**src/rtl/accum_sweep_ctrl.sv**
```systemverilog
// Step sweep sequencer for the step-input accumulator: drives clear/enable/step.
// Optional ACCUM_SWEEP_CONTINUOUS_EN: restart the sweep at its end instead of finishing.
module accum_sweep_ctrl #(
  parameter int STEP_BIT  = 5,
  parameter int DWELL_BIT = 8
) (
  input  logic                 clk,
  input  logic                 rst,
  input  logic                 start,
  input  logic                 abort,
  input  logic [STEP_BIT-1:0]  k_start,
  input  logic [STEP_BIT-1:0]  k_stop,
  input  logic [STEP_BIT-1:0]  k_inc,
  input  logic [DWELL_BIT-1:0] dwell,
  output logic                 acc_clr,
  output logic                 acc_en,
  output logic [STEP_BIT-1:0]  acc_k,
  output logic                 busy,
  output logic                 done,
  output logic [1:0]           state_dbg
);

  // Control handshake: start/abort are level-sampled on each rising clk edge;
  // start is accepted only in IDLE with abort low, abort is honoured in every other state.
  typedef enum logic [1:0] {IDLE = 2'd0, CLEAR = 2'd1, RUN = 2'd2, DONE = 2'd3} state_t;

  state_t               state, state_n;
  logic [STEP_BIT-1:0]  sh_k_start, sh_k_start_n;
  logic [STEP_BIT-1:0]  sh_k_stop, sh_k_stop_n;
  logic [STEP_BIT-1:0]  sh_k_inc, sh_k_inc_n;
  logic [DWELL_BIT-1:0] sh_dwell, sh_dwell_n;
  logic [STEP_BIT-1:0]  cur_k, cur_k_n;
  logic [DWELL_BIT-1:0] dwell_cnt, dwell_cnt_n;
  logic                 acc_clr_n, acc_en_n, busy_n, done_n;
  logic [STEP_BIT-1:0]  acc_k_n;
  logic [STEP_BIT:0]    nxt;
  logic                 last_step;

  assign state_dbg = state;

  always_ff @(posedge clk) begin
    if (rst) begin
      state      <= IDLE;
      sh_k_start <= '0;
      sh_k_stop  <= '0;
      sh_k_inc   <= '0;
      sh_dwell   <= '0;
      cur_k      <= '0;
      dwell_cnt  <= '0;
      acc_clr    <= 1'b0;
      acc_en     <= 1'b0;
      acc_k      <= '0;
      busy       <= 1'b0;
      done       <= 1'b0;
    end else begin
      state      <= state_n;
      sh_k_start <= sh_k_start_n;
      sh_k_stop  <= sh_k_stop_n;
      sh_k_inc   <= sh_k_inc_n;
      sh_dwell   <= sh_dwell_n;
      cur_k      <= cur_k_n;
      dwell_cnt  <= dwell_cnt_n;
      acc_clr    <= acc_clr_n;
      acc_en     <= acc_en_n;
      acc_k      <= acc_k_n;
      busy       <= busy_n;
      done       <= done_n;
    end
  end

  always_comb begin
    state_n      = state;
    sh_k_start_n = sh_k_start;
    sh_k_stop_n  = sh_k_stop;
    sh_k_inc_n   = sh_k_inc;
    sh_dwell_n   = sh_dwell;
    cur_k_n      = cur_k;
    dwell_cnt_n  = dwell_cnt;
    acc_clr_n    = 1'b0;
    acc_en_n     = 1'b0;
    acc_k_n      = acc_k;
    busy_n       = 1'b0;
    done_n       = 1'b0;
    // One extra bit so a step past the top of the range counts as overshoot.
    nxt          = {1'b0, cur_k} + {1'b0, sh_k_inc};
    last_step    = (sh_k_inc == '0) || (nxt > {1'b0, sh_k_stop});

    if (state != IDLE && abort) begin
      state_n = IDLE;
    end else begin
      case (state)
        IDLE: begin
          if (start && !abort) begin
            sh_k_start_n = k_start;
            sh_k_stop_n  = k_stop;
            sh_k_inc_n   = k_inc;
            sh_dwell_n   = dwell;
            state_n      = CLEAR;
            acc_clr_n    = 1'b1;
            busy_n       = 1'b1;
          end
        end
        CLEAR: begin
          cur_k_n     = sh_k_start;
          dwell_cnt_n = '0;
          state_n     = RUN;
          acc_en_n    = 1'b1;
          acc_k_n     = sh_k_start;
          busy_n      = 1'b1;
        end
        RUN: begin
          acc_en_n = 1'b1;
          busy_n   = 1'b1;
          if (dwell_cnt == sh_dwell) begin
            dwell_cnt_n = '0;
            if (last_step) begin
`ifdef ACCUM_SWEEP_CONTINUOUS_EN
              cur_k_n = sh_k_start;
              acc_k_n = sh_k_start;
              done_n  = 1'b1;
`else
              state_n  = DONE;
              acc_en_n = 1'b0;
              busy_n   = 1'b0;
              done_n   = 1'b1;
`endif
            end else begin
              cur_k_n = nxt[STEP_BIT-1:0];
              acc_k_n = nxt[STEP_BIT-1:0];
            end
          end else begin
            dwell_cnt_n = dwell_cnt + {{(DWELL_BIT-1){1'b0}}, 1'b1};
          end
        end
        DONE: begin
          state_n = IDLE;
        end
        default: begin
          state_n = IDLE;
        end
      endcase
    end
  end

endmodule

```
**config.mk**
```make
export PLATFORM = sky130hd
export DESIGN_NAME = accum_sweep_ctrl
export DESIGN_NICKNAME = d
export VERILOG_FILES = /design/src/rtl/accum_sweep_ctrl.sv
export SDC_FILE = /design/constraint.sdc
export NUM_CORES = 1
export LEC_CHECK = 0
export CAP_MARGIN = 0
export CORE_UTILIZATION = 52
export DETAILED_ROUTE_END_ITERATION = 7
export PLACE_DENSITY = 0.89
export SLEW_MARGIN = 10
export SYNTH_ARGS = -nofsm -noshare
export SYNTH_HDL_FRONTEND = slang
export SYNTH_SLANG_ARGS = --single-unit
```
**constraint.sdc**
```tcl
create_clock -name clk -period 4.04 [get_ports clk]
set_input_delay 0.808 -clock clk [delete_from_list [all_inputs] [get_ports clk]]
set_output_delay 0.808 -clock clk [all_outputs]
set_load 0.05 [all_outputs]
```
# After elaboration in Yosys (flattened, before gate mapping)
# Cells that the tools add are included.
[op_classes]
bitwise = 4
mux = 15
reduce_logical = 15
div = 0
n_mul = 0
shift = 0
n_eq_ne = 8
add_sub_neg = 2
magnitude_cmp = 1
[op_table]
columns = ["operator", "n"]
rows = [
  ["$pmux W8 S2", 1],
  ["$mux W5", 2],
  ["$pmux W5 S2", 1],
  ["$add A8 B1 Y8 const B", 1],
  ["$eq A8 B8 Y1", 1],
  ["$mux W8", 1],
  ["$ne A2 B2 Y1 const B", 4],
  ["$pmux W2 S4", 1],
  ["$add A5 B5 Y6", 1],
  ["$gt A6 B5 Y1", 1],
  ["$mux W2", 3],
  ["$reduce_and A3 Y1", 2],
  ["$logic_not A5 Y1", 1],
  ["$eq A2 B2 Y1 const B", 2],
  ["$mux W1", 4],
  ["$not A1 Y1", 4],
  ["$reduce_and A4 Y1", 1],
  ["$reduce_bool A2 Y1", 2],
  ["$reduce_or A4 Y1", 1],
  ["$pmux W1 S3", 1],
  ["$reduce_or A3 Y1", 1],
  ["$eq A2 B1 Y1 const B", 1],
  ["$logic_and A1 B1 Y1", 2],
  ["$logic_not A2 Y1", 1],
  ["5 further kinds", 5],
]
[totals]
regBits = 42
memories = 0
out_inout_bits = 11
latchBits = 0
mem_bits_rw = 0
romBits = 0

# Depth between registers and ports, before layout
# Gate-level depths: netlist of the first run.
[depth]
depth_word = 6
ltp_mapped = 13
mapped_depth_nobuf = 13

# Least setup slack after synthesis of the first run
# No wires, ideal clock.
[synth_path]
path_kind = "register to register"
from = "register cur_k[0]"
to = "register cur_k[1]"
setup_slack_ns = 0.901
synth_period_minus_slack_ns = 3.139
path_stages_with_launch = 14
t_arrival_ns = 3.011
path_cell_list = "dfxtp_1 -> ha_1 -> inv_1 -> fa_1 -> inv_1 -> a21o_1 -> a21oi_1 -> xnor2_1 -> ha_1 -> mux2i_1 -> a21oi_1 -> o41ai_4 -> mux2i_1 -> nor2_1"
[synth_between]
elab_chain_cells = 5
[synth_lines]
columns = ["item", "line_no", "source"]
rows = [
  ["from (decl)", "32", "logic [STEP_BIT-1:0] cur_k, cur_k_n;"],
  ["from (signal assigned)", "61", "cur_k <= cur_k_n;"],
  ["$add A5 B5 Y6 *", "85", "nxt = {1'b0, cur_k} + {1'b0, sh_k_inc};"],
  ["$gt A6 B5 Y1", "86", "last_step = (sh_k_inc == '0) || (nxt > {1'b0, sh_k_stop});"],
  ["$logic_or A1 B1 Y1", "86", ""],
  ["$ne A2 B2 Y1 (no source line)", "n/a", ""],
  ["$reduce_and A4 Y1 (no source line)", "n/a", ""],
]
# Mark *: on every way between the ends. The rest lies on a longest branch, timed or not. The select of a mux whose other input is x is not followed.
# A chain may end at the register's enable or synchronous reset.

# Worst setup path in the final report of the first run
[layout_path]
from = "register sh_k_inc[0]"
to = "register cur_k[0]"
[layout_between]
elab_chain_cells = 5
[layout_lines]
columns = ["item", "line_no", "source"]
rows = [
  ["from (decl)", "30", "logic [STEP_BIT-1:0] sh_k_inc, sh_k_inc_n;"],
  ["from (signal assigned)", "59", "sh_k_inc <= sh_k_inc_n;"],
  ["$add A5 B5 Y6", "85", ""],
  ["$gt A6 B5 Y1", "86", ""],
  ["$logic_or A1 B1 Y1", "86", ""],
  ["$ne A2 B2 Y1 (no source line)", "n/a", ""],
  ["$reduce_and A4 Y1 (no source line)", "n/a", ""],
]
# Several ways; a longest one is shown, not always the timed one. The select of a mux whose other input is x is not followed.

==> results of run 1 <==
==> registers in the layout, indices dropped and copies added, names as in the netlist <==
signal / cells
sh_k_stop: 5
done: 1
acc_en: 1
acc_clr: 1
sh_k_start: 5
cur_k: 5
sh_k_inc: 5
busy: 1
dwell_cnt: 8
state_dbg: 2
sh_dwell: 8
==> synthesized netlist by cell type, drive strengths merged, types with 4 or more instances <==
cell and count:
nand4 4, nor2 15, dfxtp 42, a211oi 4, xor2 11, nand2 56
mux2i 8, ha 15, xnor2 7, inv 15, a21o 4, clkbuf 10
a21oi 31
==> through the flow <==
step | worst slack, ns | hold slack (ns) | util, % | cells
after floorplan | 0.901 | 0.436 | - | 248
after global placement | 1.12 | 0.445 | 66.8 | 324
after detailed placement | 0.996 | 0.452 | 66.8 | 324
after CTS | 0.984 | 0.463 | 69.2 | 332
after global routing | 0.733 | 0.493 | 69.2 | 332
final | 0.986 | 0.460 | 69.2 | 332
==> layer usage <==
layer / GRT usage (%) / vias to the layer above / part of all wire, % / routed length, µm
met2: 38.5 / 43 / 48 / 2140
met3: 5.86 / 8 / 4.0 / 180
met4: 10.3 / 0 / 1.9 / 85
met1: 29.8 / 819 / 46 / 2050
li1: - / 900 / - / -
met5: 0 / - / 0 / 0
==> logic make-up (layout without fill, tap and decap cells) <==
| kind of cell | Yosys count | count (layout) | share of synthesized area [%] |
|---|---|---|---|
| buf+inv | 26 | 62 | 4.62 |
| xor+xnor | 18 | 18 | 7.46 |
| flops | 42 | 42 | 39.8 |
| simple gates | 91 | 91 | 19.4 |
| mux | 8 | 8 | 3.79 |
| compound gates | 47 | 47 | 15.1 |
| fa+ha+maj | 16 | 16 | 9.82 |
==> layout by cell type, fill, tap and decap left out, drive strengths merged, types with 8 or more instances in the layout <==
master         Yosys  layout
a21oi             31      31
clkdlybuf4s50      0      37
dfxtp             42      42
ha                15      15
inv               15      15
mux2i              8       8
nand2             56      56
nor2              15      15
xor2              11      11
==> worst paths after layout <==
| path | cells after the start | end | start |
|---|---|---|---|
| worst min-delay path | 2 | sh_k_stop[3]$_SDFFE_PP0P_ | sh_k_stop[3]$_SDFFE_PP0P_ |
| worst min register to register | 2 | sh_k_stop[3]$_SDFFE_PP0P_ | sh_k_stop[3]$_SDFFE_PP0P_ |
| worst max-delay path | 13 | cur_k[0]$_SDFFE_PP0P_ | sh_k_inc[0]$_SDFFE_PP0P_ |
| worst max register to register | 13 | cur_k[0]$_SDFFE_PP0P_ | sh_k_inc[0]$_SDFFE_PP0P_ |
==> power breakdown <==
group | total (mW) | switching (mW) | internal [mW]
clock | 0.275 | 0.137 | 0.138
sequential | 0.461 | 0.0221 | 0.439
combinational | 0.276 | 0.159 | 0.117
total | 1.01 | 0.318 | 0.694
==> cell type report <==
type                    count  area, µm²
clock inverters             1       5.00
inverters                  15       56.3
clock buffers               7       86.3
fillers                   315       1160
multi-input cells         180       1180
repair buffers             39        385
flip-flops and latches     42        841
well taps                  48       60.1
==> worst max-delay path: cells and delay by family (launching register included) <==
family,cells,cell delay (ns)
adders and majority gates,3,0.90
AOI/OAI and AO/OA,5,1.11
xor gates and xnor gates,1,0.15
buffers and inverters,2,0.12
muxes,1,0.19
and+or+nand+nor,1,0.08
DFF,1,0.41
==> results.toml, run 1 <==
[setup_path]
arrival_ns = 3.26
slowest_stage = "o41ai_4"
crit_fanout = 9
worstPathCellList = "ha_1 > inv_1 > fa_1 > inv_1 > a21o_1 > a21oi_1 > xnor2_1 > ha_1 > mux2i_1 > a21oi_1 > o41ai_4 > nor2_1 > a211oi_1"
critical_path_required_ns = 4.24
crit_path_max_incr_delay_ns = 0.58
start_kind = "flop"
r2r_slack_ns = 0.99
worst-setup-path-type = "reg2reg"
crit_path_end_kind = "flop"

[timing]
fin_crit_sh_pct = 75.6
rsz0062_at_grt = "false"
worst_pin_slew_ns = 0.599
hold_violations = 0
finalCriticalPeriod_ns = 3.05
worst_clock_skew_ns = 0.00910
finalMaxSlewViolations = 0
fmax_mhz = 327
setup_viol = 0
relSlewSlack_pct = 60.0
final.setup.tns_ns = 0

[yosys]
synth_edf_count = 0
synthDistinctLibCells = 31
yosys.area.top_type = "dfxtp_1"
syn-cell-area_um2 = 2110
async_reset_ff_share_pct = 0
synth-seq-cells = 42
synthTopCellsByArea = "dfxtp_1 40%, nand2_1 9.9%, ha_1 8.9%"
netlist_instances = 248
syn_area_per_cell_um2 = 8.53
yosys_most_used_dff = "dfxtp_1"
ys_warn_count = 0
syn_nets = 291
ys_seq_area_share_pct = 39.8
yosysTopAreaCellShare_pct = 39.8

[placed_design]
dpl.hpwl_mm = 3.33
globalplace.congestion = 0.866
portBuffers = 37
place_area_um2 = 2520

[global_route]
grt_remaining_overflow = 0
grt_pass1_wl_mm = 7.73
grt_pass1_vias = 1703
grt_max_degree = 26
antenna_found_initial = 0
gr-usage-all-layers_pct = 23.8

[floorplanning]
dieWidth_um = 65.8
chipHeight_um = 65.8
initial_core_util_pct = 56.1
core_um2 = 3770
rows = 22
ioPinCount = 38
dieArea_um2 = 4330

[route]
vias = 1770
dr.pass1.iters = 4
routed_via_density = 5.33
drc = 0
ant_nets = 0
wl_per_cell_um = 13.4
routed_wirelength_mm = 4.45
drt-initial-drc-count = 108

[min_path]
hp-class = "reg2reg"

[run]
maxCapViolCount = 0

[final_layout]
synthToLayoutAreaGrowth_pct = 23.4
final_nets = 326
drive_gt1_share_pct = 5.99
n_antenna_cell = 0
fin_area_um2 = 2610

[pwr]
irDropWorstVdd_v = 0.000254
cellPowerDensity_nw_per_um2 = 388
power_mw = 1.01
p_leak_nw = 1.07

[cts]
cts_root_buffer = "clkbuf_8"
clk_pin_slew_worst_paths_ns = 0.08
cts_tree = "yes"
htreeDepth = 2
postCtsSetupRepairBufs = 0
cts_resized = 0
numCtsBuffers = 5
cts_hold_buf = 0
clk_path_buf_depth = 2
clock_latency_ns = 0.30
clock-sinks = 42

[run_status]
status = "finished, final reports clean"
Power figures use the tool's default switching activity.
==> run 2: changes to the inputs <==
--- a/config.mk
+++ b/config.mk
@@ -6,9 +6,9 @@
 export NUM_CORES = 1
 export LEC_CHECK = 0
 export CAP_MARGIN = 0
-export CORE_UTILIZATION = 52
+export CORE_UTILIZATION = 47
 export DETAILED_ROUTE_END_ITERATION = 7
-export PLACE_DENSITY = 0.89
+export PLACE_DENSITY = 0.85
 export SLEW_MARGIN = 10
 export SYNTH_ARGS = -nofsm -noshare
 export SYNTH_HDL_FRONTEND = slang
==> constraint.sdc (replaced) <==
create_clock -name clk -period 2.8 [get_ports clk]
set_input_delay 0.56 -clock clk [delete_from_list [all_inputs] [get_ports clk]]
set_output_delay 0.56 -clock clk [all_outputs]
set_load 0.05 [all_outputs]
==> run 2 against run 1 <==
  * First-iteration DRC count is 4.6% higher
  * Worst hold slack gained 0.0060 ns
  * Cell area up 3.4%
  * Die area up 10%
  * Clock power rose by 72%
  * Highest routed layer unchanged
  * Wire length increased by 0.16%
  * Fmax increased by 13%
  * Combinational power up 54%
  * Final cell count rose by 2.4%
  * Critical endpoint is now cur_k[1]$_SDFFE_PP0P_
  * Setup slack worse by 0.89 ns
==> results.toml, run 2 (same netlist as run 1, synthesis figures left out) <==
[run_status]
status = "finished, final reports clean"

[setup_path]
cp.depth = 14
critPathBufInv = 3
crit_path_max_incr_delay_ns = 0.36
timing.rr.start = "cur_k[0]$_SDFFE_PP0P_"
r2r_slack_ns = 0.09
worst-setup-path-type = "reg2reg"
critPathLaunch = "cur_k[0]$_SDFFE_PP0P_"
crit_end = "cur_k[1]$_SDFFE_PP0P_"
rr_worst_depth = 14
arrival_ns = 2.88
worstPathCellList = "ha_2 > inv_1 > fa_2 > inv_1 > a21o_1 > a21oi_1 > xnor2_1 > ha_1 > mux2i_1 > a21oi_2 > o41ai_4 > buf_6 > mux2i_1 > nor2_1"
slowest_stage = "dfxtp_4"
crit_fanout = 8
critical_path_required_ns = 2.98
timing.rr.end = "cur_k[1]$_SDFFE_PP0P_"
cpLargestDelayFamily = "adder cells"
crit_path_end_kind = "flop"
start_kind = "flop"

[global_route]
grtUsageMet1_pct = 25.9
use_met3_pct = 5.70
gr-usage-all-layers_pct = 20.8
grt_pass1_vias = 1733
grt_max_degree = 26
grt_pass1_wl_mm = 7.86
grt_remaining_overflow = 0
top_usage_layer = "met2"
met2_usage_pct = 33.9
antenna_found_initial = 0

[final_layout]
n_antenna_cell = 0
final_common_cell = "nand2_1"
final_nets = 330
top_regs = "dwell_cnt: 8 flops, sh_dwell: 8 flops"
drive_gt1_share_pct = 10.4
final_cell_mix = "56 x nand2_1, 39 x dfxtp_1, 37 x clkdlybuf4s50_1"
synthToLayoutAreaGrowth_pct = 27.6
postLayoutCoreUtil_pct = 62.4

[timing]
fin_crit_sh_pct = 96.6
hold_violations = 0
setup_viol = 0
finalCriticalPeriod_ns = 2.71
finalMaxSlewViolations = 0
fmax_mhz = 370
worst_pin_slew_ns = 0.580
relSlewSlack_pct = 61.2
final.setup.tns_ns = 0
worst_clock_skew_ns = 0.0109

[floorplanning]
ioPinCount = 38
chipHeight_um = 69.1
dieWidth_um = 69.1
rows = 24
initial_core_util_pct = 48.9
core_um2 = 4320
dieArea_um2 = 4770

[cts]
cts_root_buffer = "clkbuf_8"
numCtsBuffers = 5
cts_tree = "yes"
clk_path_buf_depth = 2
clk_pin_slew_worst_paths_ns = 0.08
cts_hold_buf = 0
htreeDepth = 2
clock-sinks = 42
clock_latency_ns = 0.30

[pwr]
clockPowerShare_pct = 30.3
irDropWorstVdd_v = 0.000294
p_int_mw = 1.08
power_frac_seq_pct = 42.5
cellPowerDensity_nw_per_um2 = 579
power.switching_uw = 480
combPwrFrac_pct = 27.1
p_leak_nw = 1.11
swShare_pct = 30.7

[placed_design]
globalplace.congestion = 0.931
portBuffers = 37
dpl.hpwl_mm = 3.27

[route]
dr.pass1.iters = 4
vias = 1787
drc = 0
routed_wirelength_mm = 4.46
routed_via_density = 5.26
drt-initial-drc-count = 113
ant_nets = 0
wl_per_cell_um = 13.1

[run]
maxCapViolCount = 0

[min_path]
hp-class = "reg2reg"
-- run 2: timing repair --
item	CTS	global route
gates resized for setup	0	7
setup buffers	0	2
endpoints found under the setup margin	0	8
-- run 2: final cells by class --
| cell class | count | area (µm²) |
|---|---|---|
| fillers | 384 | 1630 |
| repair buffers | 43 | 419 |
| flip-flops and latches | 42 | 847 |
| clock inverters | 3 | 40.0 |
| multi-input cells | 180 | 1200 |
| inverters | 15 | 56.3 |
| well taps | 52 | 65.1 |
| clock buffers | 5 | 68.8 |
-- run 2: power by group through the flow --
| stage | Combinational, mW | Sequential (mW) | Clock, mW |
|---|---|---|---|
| 2_1_floorplan | 0.237 | 0.720 | 0 |
| 3_3_place_gp | 0.390 | 0.677 | 0 |
| 3_5_place_dp | 0.398 | 0.678 | 0 |
| 4_1_cts | 0.399 | 0.664 | 0.488 |
| 5_1_grt | 0.467 | 0.671 | 0.517 |
| 6_report | 0.424 | 0.664 | 0.474 |
-- run 2: worst reg2reg max path, stage by stage, from the launching register on --
cell	delay (ns)
dfxtp_4	0.36
ha_2	0.17
inv_1	0.05
fa_2	0.34
inv_1	0.07
a21o_1	0.10
a21oi_1	0.07
xnor2_1	0.22
ha_1	0.28
mux2i_1	0.20
a21oi_2	0.08
o41ai_4	0.23
buf_6	0.18
mux2i_1	0.19
nor2_1	0.05
-- run 2: worst min-delay path by stage --
stage	start	to	slack, ns	depth (start not counted)
final	sh_k_start[1]$_SDFFE_PP0P_	sh_k_start[1]$_SDFFE_PP0P_	0.47	2
after CTS	sh_k_start[1]$_SDFFE_PP0P_	sh_k_start[1]$_SDFFE_PP0P_	0.47	2
after detailed placement	sh_k_start[1]$_SDFFE_PP0P_	sh_k_start[1]$_SDFFE_PP0P_	0.46	2
after global routing	sh_k_start[4]$_SDFFE_PP0P_	sh_k_start[4]$_SDFFE_PP0P_	0.49	2
after global placement	sh_k_start[4]$_SDFFE_PP0P_	sh_k_start[4]$_SDFFE_PP0P_	0.44	2
after floorplan	sh_k_start[0]$_SDFFE_PP0P_	sh_k_start[0]$_SDFFE_PP0P_	0.44	2
-- run 2: per-layer routing --
layer  part of all wire (%)  up-vias  routed length, µm
met5                      0        -                  0
met3                    3.4        6                151
li1                       -      904                  -
met1                     47      842               2090
met4                    1.8        0                 80
met2                     48       35               2140
-- run 2: stage by stage --
step | std cells | area [µm²] | hold WS (ns) | total power, mW | worst slack, ns
finish | 340 | 2700 | 0.466 | 1.56 | 0.0942
global route | 340 | 2700 | 0.486 | 1.66 | -0.0933
global placement | 330 | 2540 | 0.443 | 1.07 | 0.151
CTS | 338 | 2650 | 0.468 | 1.55 | 0.0570
floorplan | 248 | 2120 | 0.436 | 0.956 | 0.0428
detailed placement | 330 | 2540 | 0.457 | 1.08 | 0.0813
==> run 3: changes to the inputs <==
--- a/config.mk
+++ b/config.mk
@@ -6,6 +6,7 @@
 export NUM_CORES = 1
 export LEC_CHECK = 0
 export CAP_MARGIN = 0
+export CORE_MARGIN = 4
 export CORE_UTILIZATION = 47
 export DETAILED_ROUTE_END_ITERATION = 7
 export PLACE_DENSITY = 0.85
==> run 3 against run 2 <==
  * The run now ends with negative setup slack left
  * Via count up 2.6%
  * Wire length is 5.0% higher
  * Critical path type unchanged
  * Final cell count is the same
  * Clock skew increased by 0.0014 ns
  * Worst hold slack lost 0.0045 ns
  * Clock-buffer cell count up 2
  * Non-clock buffer count stayed put
  * Die area up 18%
  * Core utilization decreased by 0.23 points
==> results.toml, run 3 (same netlist as run 1, synthesis figures left out) <==
[final_layout]
final_cell_mix = "56 x nand2_1, 38 x dfxtp_1, 37 x clkdlybuf4s50_1"
finalNonFillerCells = 340
top_regs = "dwell_cnt: 8 flops, sh_dwell: 8 flops"
synthToLayoutAreaGrowth_pct = 28.0
postLayoutCoreUtil_pct = 62.2
final_nets = 330
n_antenna_cell = 0
final_common_cell = "nand2_1"
drive_gt1_share_pct = 12.8
nFillCells = 367
fin_area_um2 = 2710

[placed_design]
pre_cts_ws_ns = 0.0444
globalplace.congestion = 0.852
dpl.hpwl_mm = 3.34
placed_cells = 330
portBuffers = 37
place_area_um2 = 2540

[route]
dr.pass1.iters = 4
drt-initial-drc-count = 109
wl_met1_mm = 2.11
top_layer = "met4"
wl_per_cell_um = 13.8
wl_met2_mm = 2.22
routed_via_density = 5.39
vias = 1834
drc = 0
wl_met3_um = 223
routed_wirelength_mm = 4.68
ant_nets = 0

[floorplanning]
ioPinCount = 38
initial_core_util_pct = 48.6
dieWidth_um = 75.1
rows = 24
core_um2 = 4350
dieArea_um2 = 5640
chipHeight_um = 75.1

[setup_path]
r2r_slack_ns = -0.01
timing.rr.start = "sh_k_inc[0]$_SDFFE_PP0P_"
rr_worst_depth = 14
worst-setup-path-type = "reg2reg"
arrival_ns = 2.98
critical_path_required_ns = 2.97
crit_path_end_kind = "flop"
start_kind = "flop"
crit_end = "cur_k[1]$_SDFFE_PP0P_"
crit_fanout = 5
critPathLaunch = "sh_k_inc[0]$_SDFFE_PP0P_"
timing.rr.end = "cur_k[1]$_SDFFE_PP0P_"

[cts]
clk_path_buf_depth = 2
cts_root_buffer = "clkbuf_8"
htreeDepth = 2
clk_pin_slew_worst_paths_ns = 0.08
clock-sinks = 42
numCtsBuffers = 5
clock_latency_ns = 0.30
cts_tree = "yes"

[timing]
fmax_mhz = 356
finalCriticalPeriod_ns = 2.81
setup_viol = 1
fin_crit_sh_pct = 100
fin_ws_ns = -0.0101
rsz0062_at_grt = "true"
finalMaxSlewViolations = 0
hold_ws_ns = 0.462
relSlewSlack_pct = 58.6
final.setup.tns_ns = -0.0101
hold_violations = 0
worst_clock_skew_ns = 0.0123
worst_pin_slew_ns = 0.620

[run]
maxCapViolCount = 0

[global_route]
grt_pass1_wl_mm = 7.58
grt_remaining_overflow = 0
gr-usage-all-layers_pct = 17.7
grt_max_degree = 26
grt_pass1_vias = 1687
antenna_found_initial = 0

[pwr]
cellPowerDensity_nw_per_um2 = 556
p_leak_nw = 1.11
irDropWorstVdd_v = 0.000323
power_mw = 1.50

[run_status]
status = "finished with violations"
failed_checks = "negative setup slack"

[min_path]
hold_depth = 2
hp-class = "reg2reg"
hp-start = "sh_k_stop[0]$_SDFFE_PP0P_"
-- run 3: layout make-up --
| cell class | count | area, µm² | share of cell area (%) |
|---|---|---|---|
| sequential | 42 | 848 | 31.3 |
| clock buffer | 7 | 86.3 | 3.19 |
| tap | 52 | 65.1 | 2.40 |
| multi-input combinational | 180 | 1230 | 45.4 |
| inverter | 15 | 56.3 | 2.08 |
| timing repair buffer | 43 | 417 | 15.4 |
| clock inverter | 1 | 5.00 | 0.185 |
-- run 3: how the worst min path moves through the flow --
stage               slack [ns]                    endpoint
floorplan                 0.44  sh_k_start[0]$_SDFFE_PP0P_
global placement          0.44   sh_k_stop[3]$_SDFFE_PP0P_
detailed placement        0.45   sh_k_stop[0]$_SDFFE_PP0P_
CTS                       0.46   sh_k_stop[0]$_SDFFE_PP0P_
global route              0.48   sh_k_stop[0]$_SDFFE_PP0P_
finish                    0.46   sh_k_stop[0]$_SDFFE_PP0P_
-- run 3: layer usage --
metal / GRT usage (%) / vias to the layer above
li1: - / 910
met1: 22.1 / 863
met2: 29.1 / 48
met3: 4.27 / 13
met4: 7.31 / 0
met5: 0 / -
-- run 3: critical path, stage by stage, from the launching register on --
cell and delay [ns]:
dfxtp_2 0.37, ha_4 0.14, inv_2 0.04, fa_2 0.37, inv_2 0.05, a21o_1 0.11
a21oi_2 0.05, xnor2_1 0.22, ha_1 0.28, mux2i_1 0.19, a21oi_2 0.08, o41ai_4 0.37
buf_6 0.17, mux2i_1 0.18, nor2_1 0.05
-- run 3: where the power goes --
group,internal [mW],switching [mW],leakage (nW)
Combinational,0.186,0.246,0.714
Clock,0.199,0.208,0.0482
Sequential,0.634,0.0311,0.344
Total,1.02,0.485,1.11
-- run 3: timing repair --
item	CTS	global route
hold buffers	0	0
setup buffers	0	1
setup endpoints to repair	0	9
gates resized for setup	0	16
hold endpoints to repair	0	0
